<file path="config.mk">
export PLATFORM = sky130hd
export DESIGN_NAME = wb_sched
export DESIGN_NICKNAME = d
export VERILOG_FILES = /design/src/rtl/wb_sched_pkg.sv /design/src/rtl/wb_rr_pick.sv /design/src/rtl/wb_sched.sv
export SDC_FILE = /design/constraint.sdc
export NUM_CORES = 1
export LEC_CHECK = 0
export CAP_MARGIN = 5
export CORE_AREA = 4 4 49 51
export CTS_BUF_LIST = sky130_fd_sc_hd__clkbuf_4
export DETAILED_ROUTE_END_ITERATION = 12
export DIE_AREA = 0 0 53 55
export GPL_TIMING_DRIVEN = 0
export PLACE_DENSITY = 0.85
export SYNTH_ARGS = -nofsm -noshare
export SYNTH_HDL_FRONTEND = slang
export SYNTH_SLANG_ARGS = --single-unit
export TNS_END_PERCENT = 100
</file>
<file path="constraint.sdc">
create_clock -name wb_clk -period 3 [get_ports wb_clk]
set_input_delay 0.3 -clock wb_clk [delete_from_list [all_inputs] [get_ports wb_clk]]
set_output_delay 0.3 -clock wb_clk [all_outputs]
set_load 0.05 [all_outputs]
</file>
<file path="src/rtl/wb_sched_pkg.sv">
// Shared types and helpers for the Wishbone bus-grant scheduler.
package wb_sched_pkg;

   typedef enum logic [2:0] {
      WB_SCHED_IDLE  = 3'd0,
      WB_SCHED_BUSY  = 3'd1,
      WB_SCHED_TOUT  = 3'd2,
      WB_SCHED_DRAIN = 3'd3,
      WB_SCHED_GAP   = 3'd4
   } wb_sched_state_t;

   localparam int WDOG_W = 16;

   // Bits needed to hold the value v (at least one).
   function automatic int get_width(input int v);
      if (v < 2) return 1;
      return $clog2(v + 1);
   endfunction

endpackage

</file>
<file path="src/rtl/wb_rr_pick.sv">
// Winner selection: fixed priority among HP requesters, else round-robin
// over the remaining requesters starting just after ptr.
module wb_rr_pick
   import wb_sched_pkg::*;
#(
   parameter int N = 4,
   parameter int W = get_width(N - 1)
) (
   input  logic [N-1:0] req,
   input  logic [N-1:0] hp_mask,
   input  logic [W-1:0] ptr,
   output logic         hit,
   output logic [W-1:0] idx
);

   logic [N-1:0] hp_req;
   logic [N-1:0] rr_req;
   int           j;

   assign hp_req = req & hp_mask;
   assign rr_req = req & ~hp_mask;

   // Scan in reverse search order so the last match is the first in order.
   always_comb begin
      hit = 1'b0;
      idx = '0;
      j   = 0;
      if (|hp_req) begin
         hit = 1'b1;
         for (int i = N - 1; i >= 0; i--) begin
            if (hp_req[i]) idx = W'(i);
         end
      end else begin
         hit = |rr_req;
         for (int k = N; k >= 1; k--) begin
            j = (int'(ptr) + k) % N;
            if (rr_req[j]) idx = W'(j);
         end
      end
   end

endmodule

</file>
<file path="src/rtl/wb_sched.sv">
// Registered Wishbone bus-grant scheduler with HP priority, round-robin
// sharing and a stalled-slave watchdog.
//
// state | meaning
// IDLE  | no owner, arbitrate incoming requests
// BUSY  | grant held, watchdog running while stb waits for ack/err
// TOUT  | one-cycle timeout err to master, slave side aborted
// DRAIN | slave side aborted, grant held until master drops cyc
// GAP   | one idle cycle between owners, arbitrates like IDLE
module wb_sched
   import wb_sched_pkg::*;
#(
   parameter int              MASTER_COUNT = 4,
   parameter logic [MASTER_COUNT-1:0] HP_MASK = 4'b0001,
   parameter int              TIMEOUT      = 256,
   localparam int             IDX_W        = get_width(MASTER_COUNT - 1)
) (
   input  logic                    wb_clk,
   input  logic                    wb_rst,
   input  logic [MASTER_COUNT-1:0] req_i,
   input  logic                    bus_stb_i,
   input  logic                    bus_ack_i,
   input  logic                    bus_err_i,
   output logic [MASTER_COUNT-1:0] grant_o,
   output logic [IDX_W-1:0]        grant_idx_o,
   output logic                    grant_vld_o,
   output logic                    tout_err_o,
   output logic                    abort_o
);

   wb_sched_state_t   state, state_nxt;
   logic [IDX_W-1:0]  grant_idx, grant_idx_nxt;
   logic [IDX_W-1:0]  rr_ptr, rr_ptr_nxt;
   logic [WDOG_W-1:0] wdog_cnt;
   logic              wdog_clr;
   logic              wdog_hit;
   logic              pick_hit;
   logic [IDX_W-1:0]  pick_idx;

   wb_rr_pick #(
      .N (MASTER_COUNT),
      .W (IDX_W)
   ) u_pick (
      .req     (req_i),
      .hp_mask (HP_MASK),
      .ptr     (rr_ptr),
      .hit     (pick_hit),
      .idx     (pick_idx)
   );

   assign wdog_clr = !bus_stb_i || bus_ack_i || bus_err_i || (state != WB_SCHED_BUSY);
   assign wdog_hit = !wdog_clr && (wdog_cnt == WDOG_W'(TIMEOUT - 1));

   always_ff @(posedge wb_clk) begin
      if (wb_rst) begin
         state     <= WB_SCHED_IDLE;
         grant_idx <= '0;
         rr_ptr    <= IDX_W'(MASTER_COUNT - 1);
         wdog_cnt  <= '0;
      end else begin
         state     <= state_nxt;
         grant_idx <= grant_idx_nxt;
         rr_ptr    <= rr_ptr_nxt;
         wdog_cnt  <= wdog_clr ? '0 : wdog_cnt + 1'b1;
      end
   end

   always_comb begin
      state_nxt     = state;
      grant_idx_nxt = grant_idx;
      rr_ptr_nxt    = rr_ptr;
      case (state)
         WB_SCHED_IDLE, WB_SCHED_GAP: begin
            if (pick_hit) begin
               state_nxt     = WB_SCHED_BUSY;
               grant_idx_nxt = pick_idx;
               if (!HP_MASK[pick_idx]) rr_ptr_nxt = pick_idx;
            end else begin
               state_nxt = WB_SCHED_IDLE;
            end
         end
         WB_SCHED_BUSY: begin
            if (!req_i[grant_idx]) state_nxt = WB_SCHED_GAP;
            else if (wdog_hit)     state_nxt = WB_SCHED_TOUT;
         end
         WB_SCHED_TOUT: begin
            state_nxt = req_i[grant_idx] ? WB_SCHED_DRAIN : WB_SCHED_GAP;
         end
         WB_SCHED_DRAIN: begin
            if (!req_i[grant_idx]) state_nxt = WB_SCHED_GAP;
         end
         default: state_nxt = WB_SCHED_IDLE;
      endcase
   end

   // Outputs decode from registered state and index only.
   always_comb begin
      grant_vld_o = (state == WB_SCHED_BUSY) || (state == WB_SCHED_TOUT) ||
                    (state == WB_SCHED_DRAIN);
      tout_err_o  = (state == WB_SCHED_TOUT);
      abort_o     = (state == WB_SCHED_TOUT) || (state == WB_SCHED_DRAIN);
      grant_idx_o = grant_idx;
      grant_o     = '0;
      if (grant_vld_o) grant_o[grant_idx] = 1'b1;
   end

endmodule

</file>
==> results by group, run 1 <==
Die
  • Starting Density: 55.4%
  • Die width: 53 um
  • Top-Level Pins: 18
  • Die footprint: 2920 um2
  • Vertical die dimension: 55 um
  • Floorplan core area: 1940 um2
  • Number of rows in the core area: 16

Clock tree
  • Clock-pin slew on the worst setup and hold paths: 0.13 ns
  • Number of post-CTS setup repair buffers: 0
  • Post-CTS resize count: 0
  • Max Buffers Root-to-Sink: 2
  • H-tree levels: 1
  • Insertion delay to the later sink of the worst-skew pair: 0.32 ns
  • Number of CTS-inserted buffers: 3
  • Cts hold-fix bufs: 0
  • Clock Sink Count: 23
  • CTS tree: built
  • Cell chosen for the clock root: sky130_fd_sc_hd__clkbuf_4

Yosys
  • Number of nets produced by synthesis: 131
  • Synthesized-area fraction occupied by ao, oa, aoi and oai cells: 11.9%
  • Total standard cell area after synthesis: 1080 um2
  • Cells taking the most area after synthesis: sky130_fd_sc_hd__dfxtp_1 43%, sky130_fd_sc_hd__xor2_1 6.5%, sky130_fd_sc_hd__nor2_1 6.3%
  • Synthesized instance count: 121
  • Proportion of synthesized area in mux cells: 2.09%
  • Area share of the largest cell type after synthesis: 42.8%
  • Area share of and/or/nand/nor cells after synthesis: 28.7%
  • Xor-xnor portion of the synthesized cell area: 8.14%
  • Register bit count reported by yosys: 23
  • Cell variety after synth: 34
  • Part of the Yosys area used for sequential elements: 42.8%
  • Synth area leader: sky130_fd_sc_hd__dfxtp_1
  • Yosys warnings: 0
  • Post-synthesis share of cell area spent on full adders, half adders and majority gates: 2.09%
  • Average footprint of a synthesized cell: 8.89 um2
  • Combinational family with the most area after synthesis: simple AND/OR/NAND/NOR gates

Power and ir drop
  • Internal power component: 407 uW
  • Power density normalized to cell area: 438 nW/um2
  • Clock network fraction of design power: 24.5%
  • VDD IR-drop max: 365 uV
  • Leakage dissipation: 0.000464 uW
  • Power, Total: 573 uW
  • Sequential Power Share: 56.5%
  • Net Sw Power: 167 uW
  • Power share of the combinational group: 19.0%
  • Switching part of the total power: 29.1%

Final layout
  • Number of nets in the finished design: 153
  • Most common cell after layout, fill and taps aside: sky130_fd_sc_hd__dfxtp_1
  • Leading cell types in the layout, fill and taps excluded: 23 x sky130_fd_sc_hd__dfxtp_1, 18 x sky130_fd_sc_hd__nor2_1, 17 x sky130_fd_sc_hd__clkdlybuf4s50_1
  • Fill cells: 175
  • Ratio of cells with drive above 1 in the final layout: 6.34%
  • Area growth, synth to finish: 21.5%
  • Filler-free cell count of the finished design: 169
  • ANT cells: 0

Worst hold path
  • Min-delay worst type: flop to flop
  • Hold path start: wdog_cnt[0]
  • Number of cells on the worst hold path: 1
  • Worst Hold Path EP: wdog_cnt[0]

Worst setup path
  • Endpoint of the worst-slack reg-to-reg timing path: state[0]
  • CP max stage delay: 0.80 ns
  • Number of buffers and inverters on the critical path: 1
  • Crit path max fanout: 6
  • Worst path most repeated cell: sky130_fd_sc_hd__nor2_1
  • Critical path startpoint category: flop
  • Crit path launch: state[1]
  • Top Family by Delay on Critical Path: buffers and inverters
  • Setup CP Type: flop to output pin
  • R2R Setup Slk: 1.46 ns
  • Launch point of the worst reg-to-reg path: wdog_cnt[2]
  • Critical path cell sequence: nor2_1 -> nor2_1 -> and3_1 -> clkdlybuf4s50_1
  • Endpoint class of the critical path: output pin
  • Worst EP arrival: 2.11 ns
  • Critical path's slowest cell: sky130_fd_sc_hd__clkdlybuf4s50_1
  • Worst endpoint required time: 2.70 ns
  • Depth of the worst register-to-register path: 5

Detailed routing
  • Iteration-0 DRC Markers: 6
  • DRC Markers: 0
  • Final ANT Viol Nets: 0
  • Routed WL: 1980 um
  • Length of the first detailed-routing pass in iterations: 4
  • Detail-routed net length per standard cell: 11.7 um
  • Detailed-route vias per instance: 5.47
  • Total via count in the routed design: 925

Timing
  • Fin worst setup slack: 0.592 ns
  • Setup-failing EPs final: 0
  • Accumulated negative setup slack: 0 ns
  • Transition at the pin with the smallest max-transition slack: 0.504 ns
  • Worst max-slew margin expressed relative to the limit: 66.3%
  • Slew Limit Fails: 0
  • Max Fclk: 415 MHz
  • Worst hold slack: 0.446 ns
  • Setup repair after global routing missed its margin: no
  • Final hold viol count: 0
  • Clock skew: 0.0146 ns
  • Minimum clock period: 2.41 ns
  • Final worst path period share: 80.3%

Global route
  • Total congestion overflow after global routing: 0
  • Largest net degree at the start of global routing: 14
  • Total GRT Usage: 16.5%
  • Initial antenna violation count: 0
  • Global-route wire length before repair: 3510 um
  • Via count of the first global-routing pass: 875

Placement
  • Setup slack at placement: 0.952 ns
  • Detailed placement HPWL: 1540 um
  • Number of placed cells counting well taps: 165
  • Last weighted congestion value of the routability-driven placer: 0.737
  • I/O Buffers: 17

Status
  • Status: completed

Flow run
  • Max-cap check violation count: 0
routing by layer:
| layer | part of all wire (%) | global-route usage (%) | up-vias |
|---|---|---|---|
| met5 | 0 | 0 | - |
| met4 | 1.4 | 7.66 | 0 |
| met3 | 5.0 | 4.83 | 4 |
| met2 | 47 | 28.7 | 16 |
| met1 | 46 | 18.7 | 429 |
| li1 | - | - | 476 |
logic make-up after synthesis:
logic type | count (synthesis)
adder cells (fa/ha/maj) | 2
AO/OA/AOI/OAI | 20
buffers and inverters | 8
flip-flops | 23
multiplexers | 1
AND/OR/NAND/NOR | 57
XOR/XNOR | 10
worst max-delay path by stage:
stage                  to  slack, ns  cells after the start
2_1_floorplan  grant_o[0]       0.58                      1
3_3_place_gp   grant_o[3]       0.99                      4
3_5_place_dp   grant_o[3]       0.95                      4
4_1_cts        grant_o[3]       0.58                      4
5_1_grt        grant_o[2]       0.46                      5
6_report       grant_o[3]       0.59                      4
final cells by class:
cell class / count / area [um2] / area share, %
buffer: 3 / 27.5 / 2.11
clock buffer: 3 / 22.5 / 1.72
clock inverter: 1 / 5.00 / 0.383
inverter: 5 / 18.8 / 1.44
multi-input combinational: 90 / 569 / 43.5
sequential: 23 / 460 / 35.2
tap: 27 / 33.8 / 2.58
timing repair buffer: 17 / 170 / 13.0
cell usage after synthesis:
cell type	count
sky130_fd_sc_hd__nand2b_1	1
sky130_fd_sc_hd__mux4_2	1
sky130_fd_sc_hd__xnor2_1	2
sky130_fd_sc_hd__nor2_1	18
sky130_fd_sc_hd__and2_1	2
sky130_fd_sc_hd__dfxtp_1	23
sky130_fd_sc_hd__inv_1	5
sky130_fd_sc_hd__nand2_1	7
sky130_fd_sc_hd__a31oi_1	1
sky130_fd_sc_hd__o221ai_1	1
sky130_fd_sc_hd__maj3_1	1
sky130_fd_sc_hd__ha_1	1
sky130_fd_sc_hd__nor2b_1	2
sky130_fd_sc_hd__or3_1	5
sky130_fd_sc_hd__o2111a_1	1
sky130_fd_sc_hd__nand3_1	6
sky130_fd_sc_hd__nand4_1	4
sky130_fd_sc_hd__or3b_1	1
sky130_fd_sc_hd__o211ai_1	1
sky130_fd_sc_hd__nand4_4	1
sky130_fd_sc_hd__nor4_1	4
sky130_fd_sc_hd__clkbuf_2	1
sky130_fd_sc_hd__a211o_1	1
sky130_fd_sc_hd__nor3_1	1
sky130_fd_sc_hd__buf_6	2
sky130_fd_sc_hd__o21a_1	1
sky130_fd_sc_hd__o311ai_0	1
sky130_fd_sc_hd__and3_1	2
sky130_fd_sc_hd__and4_1	2
sky130_fd_sc_hd__a21oi_1	7
sky130_fd_sc_hd__o41ai_1	1
sky130_fd_sc_hd__xor2_1	8
sky130_fd_sc_hd__nand3b_1	1
sky130_fd_sc_hd__o21ai_0	5
power groups by stage:
stage                     Clock (uW)  Combinational (uW)  Sequential (uW)
after floorplan                    0                63.1              335
after global placement             0                 107              330
after detailed placement           0                 109              331
after CTS                        148                 109              324
after global routing             159                 116              325
final                            141                 109              324
worst register-to-register path, cell delays in order (launching register included):
cell and delay [ns]:
sky130_fd_sc_hd__dfxtp_1 0.42, sky130_fd_sc_hd__and4_1 0.24, sky130_fd_sc_hd__buf_6 0.13, sky130_fd_sc_hd__nand4_1 0.16
sky130_fd_sc_hd__o311ai_0 0.39, sky130_fd_sc_hd__a21oi_1 0.11
registers in the layout, summed over array words and instances, names as in the netlist:
signal,count
state,3
rr_ptr,2
grant_idx_o,2
wdog_cnt,16
stage by stage:
| step | util [%] | cell area, um2 |
|---|---|---|
| final | 67.3 | 1310 |
| after CTS | 67.3 | 1310 |
| after global placement | 65.9 | 1280 |
| after global routing | 67.3 | 1310 |
| after floorplan | - | 1080 |
| after detailed placement | 65.9 | 1280 |
Power figures use the tool's default switching activity.
==> run 2, diff against run 1 <==
- CORE_AREA: 4 4 49 51 -> 4 4 50 52
- DIE_AREA: 0 0 53 55 -> 0 0 54 56
- PLACE_DENSITY: 0.85 -> 0.82
- clock period: 3 -> 2.4 ns (I/O delays scaled with it)
==> results by group, run 2 (synthesis results as in run 1) <==
Status
  • Status: completed

Die
  • Vertical die dimension: 56 um (+1.8%)
  • Die width: 54 um (+1.9%)
  • Die footprint: 3020 um2 (+3.7%)
  • Number of rows in the core area: 17 (+1)
  • Top-Level Pins: 18 (unchanged)
  • Floorplan core area: 2110 um2 (+8.4%)
  • Starting Density: 51.1% (-4.3 points)

Timing
  • Setup repair after global routing missed its margin: no
  • Worst hold slack: 0.447 ns (+0.00127 ns)
  • Transition at the pin with the smallest max-transition slack: 0.514 ns (+0.00969 ns)
  • Final hold viol count: 0 (unchanged)
  • Fin worst setup slack: 0.213 ns (-0.379 ns)
  • Accumulated negative setup slack: 0 ns (unchanged)
  • Worst max-slew margin expressed relative to the limit: 65.6% (-0.65 points)
  • Setup-failing EPs final: 0 (unchanged)
  • Minimum clock period: 2.19 ns
  • Max Fclk: 457 MHz
  • Clock skew: 0.00588 ns (-0.00870 ns)
  • Slew Limit Fails: 0 (unchanged)
  • Final worst path period share: 91.1%

Worst setup path
  • Number of buffers and inverters on the critical path: 1 (unchanged)
  • Critical path cell sequence: nor2_1 -> nor2_1 -> clkdlybuf4s50_1
  • Depth of the worst register-to-register path: 5 (unchanged)
  • CP max stage delay: 0.87 ns (+0.07 ns)
  • Setup CP Type: flop to output pin
  • Critical path depth: 3 (-1)
  • Worst endpoint required time: 2.16 ns (-0.54 ns)
  • Endpoint class of the critical path: output pin
  • Top Family by Delay on Critical Path: buffers and inverters
  • Critical path startpoint category: flop
  • Critical path's slowest cell: sky130_fd_sc_hd__clkdlybuf4s50_1
  • Worst EP arrival: 1.95 ns (-0.16 ns)
  • R2R Setup Slk: 0.86 ns (-0.60 ns)
  • Crit path max fanout: 6 (unchanged)
  • Worst path most repeated cell: sky130_fd_sc_hd__nor2_1

Clock tree
  • Number of CTS-inserted buffers: 3 (unchanged)
  • Cell chosen for the clock root: sky130_fd_sc_hd__clkbuf_4
  • Clock-pin slew on the worst setup and hold paths: 0.12 ns (about the same)
  • CTS tree: built
  • H-tree levels: 1 (unchanged)
  • Clock Sink Count: 23 (unchanged)
  • Insertion delay to the later sink of the worst-skew pair: 0.31 ns (about the same)
  • Max Buffers Root-to-Sink: 2 (unchanged)
  • Number of post-CTS setup repair buffers: 0 (unchanged)

Flow run
  • Max-cap check violation count: 0 (unchanged)

Placement
  • Placed Instance Area: 1280 um2 (about the same)
  • I/O Buffers: 17 (unchanged)
  • Detailed placement HPWL: 1590 um (+2.9%)
  • Last weighted congestion value of the routability-driven placer: 0.765 (+3.8%)
  • Setup slack at placement: 0.442 ns (-0.510 ns)

Final layout
  • Register ranked first by flip-flop count: wdog_cnt
  • Area growth, synth to finish: 22.6%
  • Number of nets in the finished design: 153 (unchanged)
  • Leading cell types in the layout, fill and taps excluded: 23 x sky130_fd_sc_hd__dfxtp_1, 18 x sky130_fd_sc_hd__nor2_1, 14 x sky130_fd_sc_hd__clkdlybuf4s50_1
  • Flip-flop count of the largest register, all copies and words added: 16 (unchanged)
  • Ratio of cells with drive above 1 in the final layout: 6.34% (unchanged)
  • Post-route cell area: 1320 um2 (+0.86%)
  • Fill cells: 185 (+5.7%)
  • ANT cells: 0 (unchanged)
  • Regs by FF count: wdog_cnt (16), state (3)
  • Most common cell after layout, fill and taps aside: sky130_fd_sc_hd__dfxtp_1

Detailed routing
  • Total via count in the routed design: 929 (+0.43%)
  • DRC Markers: 0 (unchanged)
  • Length of the first detailed-routing pass in iterations: 3 (-1)
  • Met1 Routed Length: 919 um (+0.44%)
  • Final ANT Viol Nets: 0 (unchanged)
  • Detailed-route vias per instance: 5.46 (-0.16%)
  • Max layer used: met4
  • Iteration-0 DRC Markers: 10 (+4)
  • Met2 layer wire length in the routed design: 1040 um (+12%)
  • Detail-routed net length per standard cell: 12.2 um (+4.4%)
  • Metal3 WL: 84 um (-14%)
  • Routed WL: 2080 um (+5.1%)

Global route
  • Total congestion overflow after global routing: 0 (unchanged)
  • Total GRT Usage: 16.3% (-0.27 points)
  • Via count of the first global-routing pass: 912 (+4.2%)
  • Initial antenna violation count: 0 (unchanged)
  • Largest net degree at the start of global routing: 13 (-1)
  • Global-route wire length before repair: 3740 um (+6.7%)

Power and ir drop
  • Power density normalized to cell area: 550 nW/um2 (+25%)
  • Clock network fraction of design power: 25.4% (+0.9 points)
  • Leakage dissipation: 0.000520 uW (+12%)
  • Switching part of the total power: 28.0% (-1.1 points)
  • Net Sw Power: 203 uW (+22%)
  • Power share of the combinational group: 18.8% (-0.2 points)
  • VDD IR-drop max: 485 uV (+33%)
  • Internal power component: 522 uW (+28%)
  • Sequential Power Share: 55.8% (-0.7 points)
  • Power, Total: 725 uW (+26%)

Worst hold path
  • Number of cells on the worst hold path: 1 (unchanged)
  • Min-delay worst type: flop to flop
## run 2: changes by cell type in the layout (fill, tap and decap cells not counted), sizes merged
cell | before | now
clkinv | 1 | 0
dlymetal6s2s | 0 | 3
clkdlybuf4s50 | 17 | 14
clkbuf | 4 | 5
## run 2: final timing paths
path	from	to
worst min-delay path	wdog_cnt[0]	wdog_cnt[0]
worst min register to register	wdog_cnt[0]	wdog_cnt[0]
worst max-delay path	state[1]	grant_vld_o
worst max register to register	wdog_cnt[2]	state[0]
## run 2: per-stage QoR
step                      cells  util [%]
after floorplan             121         -
after global placement      166      60.8
after detailed placement    166      60.8
after CTS                   170      62.3
after global routing        170      62.6
final                       170      62.6
## run 2: layout make-up
| cell class | count | area [um2] | share of cell area, % |
|---|---|---|---|
| Multi-Input combinational cell | 90 | 569 | 43.2 |
| Sequential cell | 23 | 460 | 34.9 |
| Clock buffer | 4 | 30.0 | 2.28 |
| Timing Repair Buffer | 17 | 178 | 13.5 |
| Tap cell | 28 | 35.0 | 2.66 |
| Inverter | 5 | 18.8 | 1.42 |
| Buffer | 3 | 27.5 | 2.09 |
## run 2: power by group through the flow
| stage | registers (uW) | clock network (uW) | logic [uW] |
|---|---|---|---|
| finish | 404 | 184 | 137 |
| global route | 407 | 204 | 147 |
| CTS | 404 | 195 | 137 |
| detailed placement | 413 | 0 | 136 |
| global placement | 412 | 0 | 135 |
| floorplan | 419 | 0 | 78.8 |
## run 2: worst reg2reg max path: stages, from the launching register on
cell and delay, ns:
sky130_fd_sc_hd__dfxtp_1 0.42, sky130_fd_sc_hd__and4_1 0.23, sky130_fd_sc_hd__buf_6 0.13, sky130_fd_sc_hd__nand4_1 0.17, sky130_fd_sc_hd__o311ai_0 0.36, sky130_fd_sc_hd__a21oi_1 0.11
## run 2: repair_timing
item                       in CTS  in global routing
setup endpoints to repair       0                  3
resized for setup               0                  3
hold buffers                    0                  0
## run 2: layer usage
metal,track usage [%],up-vias
met5,0,-
met4,5.34,0
met3,4.83,5
met2,26.6,9
met1,19.7,442
li1,-,473
==> run 3, diff against run 2 <==
- CORE_AREA: 4 4 50 52 -> 4 4 70 46
- DIE_AREA: 0 0 54 56 -> 0 0 74 50
- PLACE_DENSITY: 0.82 -> 0.77
- SYNTH_HIERARCHICAL: default -> 1
==> results by group, run 3 <==
Final layout
  • Regs by FF count: wdog_cnt (16), state (3)
  • Leading cell types in the layout, fill and taps excluded: 23 x sky130_fd_sc_hd__dfxtp_1, 17 x sky130_fd_sc_hd__nor2_1, 15 x sky130_fd_sc_hd__nand2_1, 15 x sky130_fd_sc_hd__conb_1, 12 x sky130_fd_sc_hd__clkdlybuf4s50_1
  • Ratio of cells with drive above 1 in the final layout: 6.35% (+0.011 points)
  • Filler-free cell count of the finished design: 221 (+30%)
  • Register ranked first by flip-flop count: wdog_cnt
  • Flip-flop count of the largest register, all copies and words added: 16 (unchanged)
  • ANT cells: 0 (unchanged)
  • Number of nets in the finished design: 200 (+31%)
  • Area growth, synth to finish: 22.2%
  • Most common cell after layout, fill and taps aside: sky130_fd_sc_hd__dfxtp_1
  • Post-route cell area: 1540 um2 (+17%)

Die
  • Vertical die dimension: 50 um (-11%)
  • Top-Level Pins: 18 (unchanged)
  • Number of rows in the core area: 14 (-3)
  • Floorplan core area: 2500 um2 (+19%)
  • Die footprint: 3700 um2 (+22%)
  • Starting Density: 50.2% (-0.90 points)
  • Die width: 74 um (+37%)

Yosys
  • Proportion of synthesized area in mux cells: 1.79% (-0.30 points)
  • Post-synth ARST share: 0% (unchanged)
  • Register bit count reported by yosys: 23 (unchanged)
  • EDFF count, synth: 0 (unchanged)
  • Post-synthesis share of cell area spent on full adders, half adders and majority gates: 0.995% (-1.1 points)
  • Top_reg_cell synth: sky130_fd_sc_hd__dfxtp_1
  • Yosys warnings: 6 (+6)
  • Cells taking the most area after synthesis: sky130_fd_sc_hd__dfxtp_1 37%, sky130_fd_sc_hd__nor2_1 5.1%, sky130_fd_sc_hd__nand2_1 4.5%
  • Synth area leader: sky130_fd_sc_hd__dfxtp_1
  • Area share of the largest cell type after synthesis: 36.6% (-6.2 points)
  • Most frequent cell after synthesis: sky130_fd_sc_hd__dfxtp_1
  • Synthesized instance count: 156 (+29%)
  • Area share of and/or/nand/nor cells after synthesis: 32.4% (+3.7 points)
  • Average footprint of a synthesized cell: 8.06 um2 (-9.4%)
  • Most instantiated cells after synthesis: 23 x sky130_fd_sc_hd__dfxtp_1, 17 x sky130_fd_sc_hd__nor2_1, 15 x sky130_fd_sc_hd__nand2_1
  • Part of the Yosys area used for sequential elements: 36.6% (-6.2 points)
  • Xor-xnor portion of the synthesized cell area: 6.97% (-1.2 points)
  • Combinational family with the most area after synthesis: simple AND/OR/NAND/NOR gates
  • Cell variety after synth: 40 (+18%)
  • Synthesized-area fraction occupied by ao, oa, aoi and oai cells: 17.0% (+5.2 points)
  • Total standard cell area after synthesis: 1260 um2 (+17%)

Global route
  • Total congestion overflow after global routing: 0 (unchanged)
  • Initial antenna violation count: 0 (unchanged)
  • Largest net degree at the start of global routing: 14 (+1)
  • Global-route wire length before repair: 5020 um (+34%)
  • Via count of the first global-routing pass: 1,126 (+23%)
  • Total GRT Usage: 17.0% (+0.73 points)

Clock tree
  • Clock-pin slew on the worst setup and hold paths: 0.13 ns (about the same)
  • H-tree levels: 1 (unchanged)
  • Insertion delay to the later sink of the worst-skew pair: 0.31 ns (about the same)
  • CTS tree: built
  • Max Buffers Root-to-Sink: 2 (unchanged)
  • Clock Sink Count: 23 (unchanged)
  • Cts hold-fix bufs: 0 (unchanged)
  • Number of CTS-inserted buffers: 3 (unchanged)
  • Cell chosen for the clock root: sky130_fd_sc_hd__clkbuf_4

Detailed routing
  • Detail-routed net length per standard cell: 13.2 um (+7.9%)
  • Max layer used: met4
  • Met1 Routed Length: 1600 um (+74%)
  • Routed WL: 2910 um (+40%)
  • Length of the first detailed-routing pass in iterations: 4 (+1)
  • Total via count in the routed design: 1,193 (+28%)
  • Iteration-0 DRC Markers: 73 (+63)
  • Metal3 WL: 159 um (+89%)
  • Detailed-route vias per instance: 5.40 (-1.2%)
  • Final ANT Viol Nets: 0 (unchanged)
  • Met2 layer wire length in the routed design: 1150 um (+10%)
  • DRC Markers: 0 (unchanged)

Timing
  • Minimum clock period: 2.25 ns (+0.0606 ns)
  • Setup repair after global routing missed its margin: no
  • Accumulated negative setup slack: 0 ns (unchanged)
  • Max Fclk: 445 MHz (-2.7%)
  • Transition at the pin with the smallest max-transition slack: 0.511 ns (-0.00306 ns)
  • Clock skew: 0.00516 ns (-0.000722 ns)
  • Worst max-slew margin expressed relative to the limit: 65.8% (+0.20 points)
  • Final worst path period share: 93.6% (+2.5 points)
  • Slew Limit Fails: 0 (unchanged)
  • Final hold viol count: 0 (unchanged)
  • Setup-failing EPs final: 0 (unchanged)

Worst setup path
  • Number of buffers and inverters on the critical path: 2 (+1)
  • Endpoint class of the critical path: output pin
  • Setup CP Type: flop to output pin
  • Crit path max fanout: 4 (-2)
  • Critical path cell sequence: nor2_1 -> or2_2 -> inv_1 -> clkdlybuf4s50_1
  • Critical path startpoint category: flop
  • CP max stage delay: 0.81 ns (-0.06 ns)
  • Critical path depth: 4 (+1)
  • Worst endpoint required time: 2.16 ns (about the same)
  • Critical path's slowest cell: sky130_fd_sc_hd__clkdlybuf4s50_1
  • Top Family by Delay on Critical Path: buffers and inverters
  • Depth of the worst register-to-register path: 6 (+1)
  • Worst EP arrival: 2.01 ns (+0.06 ns)

Worst hold path
  • Number of cells on the worst hold path: 2 (+1)
  • Min-delay worst type: input port to flop

Power and ir drop
  • Power density normalized to cell area: 481 nW/um2 (-12%)
  • VDD IR-drop max: 310 uV (-36%)
  • Leakage dissipation: 0.000584 uW (+12%)

Placement
  • Last weighted congestion value of the routability-driven placer: 0.941 (+23%)
  • Placed Instance Area: 1510 um2 (+18%)
  • Number of placed cells counting well taps: 217 (+31%)
  • I/O Buffers: 16 (-1)
  • Detailed placement HPWL: 2250 um (+42%)

Flow run
  • Max-cap check violation count: 0 (unchanged)

Status
  • Status: completed
==> run 3: cell count changes after synthesis, moves of 3 or more <==
cell / before / now
sky130_fd_sc_hd__clkbuf_1: 0 / 3
sky130_fd_sc_hd__inv_1: 5 / 8
sky130_fd_sc_hd__nand2_1: 7 / 15
sky130_fd_sc_hd__nand2b_1: 1 / 4
sky130_fd_sc_hd__or2_2: 0 / 3
sky130_fd_sc_hd__xnor2_1: 2 / 6
sky130_fd_sc_hd__xor2_1: 8 / 4
==> run 3: path summary, 6_finish.rpt <==
kind	start	endpoint	slack (ns)
max	state[1]	grant_vld_o	0.15
min	wb_rst	grant_idx_o[0]	0.26
min reg2reg	wdog_cnt[0]	wdog_cnt[0]	0.48
max reg2reg	state[1]	wdog_cnt[3]	0.59
==> run 3: metrics by stage <==
stage                     utilization (%)  hold slack (ns)  setup WS (ns)  power (uW)
after detailed placement             60.1            0.453          0.289         565
after floorplan                         -            0.425          0.237         515
final                                61.3            0.260          0.153         739
after global placement               60.1            0.435          0.373         561
after CTS                            61.1            0.258         0.0200         742
after global routing                 61.3            0.290         0.0437         777
==> run 3: report_power, final <==
| part | internal (uW) | switching (uW) | total, uW |
|---|---|---|---|
| registers | 392 | 16.2 | 408 |
| logic | 61.8 | 89.6 | 151 |
| clock network | 62.3 | 117 | 180 |
| total | 516 | 223 | 739 |
==> run 3: layout make-up <==
type | count | area, um2
Sequential cell | 23 | 460
Buffer | 3 | 11.3
Clock inverter | 1 | 5.00
Timing Repair Buffer | 16 | 163
Tap cell | 32 | 40.0
Multi-Input combinational cell | 134 | 801
Fill cell | 218 | 968
Clock buffer | 3 | 22.5
Inverter | 9 | 33.8
==> run 3: timing repair <==
item                       4_1_cts  5_1_grt
setup endpoints to repair        2        2
buffers inserted                 0        0
resized for setup                2        2
==> run 3: per-layer routing <==
metal / global-route usage, % / vias up
li1: - / 606
met1: 25.0 / 556
met2: 24.3 / 29
met3: 5.88 / 2
met4: 1.81 / 0
met5: 0 / -
==> run 3: cells by family after synthesis <==
family | Yosys count
xor+xnor | 10
flops | 23
fa+ha+maj | 1
buf+inv | 12
compound gates | 31
other cells | 2
mux | 1
simple gates | 76
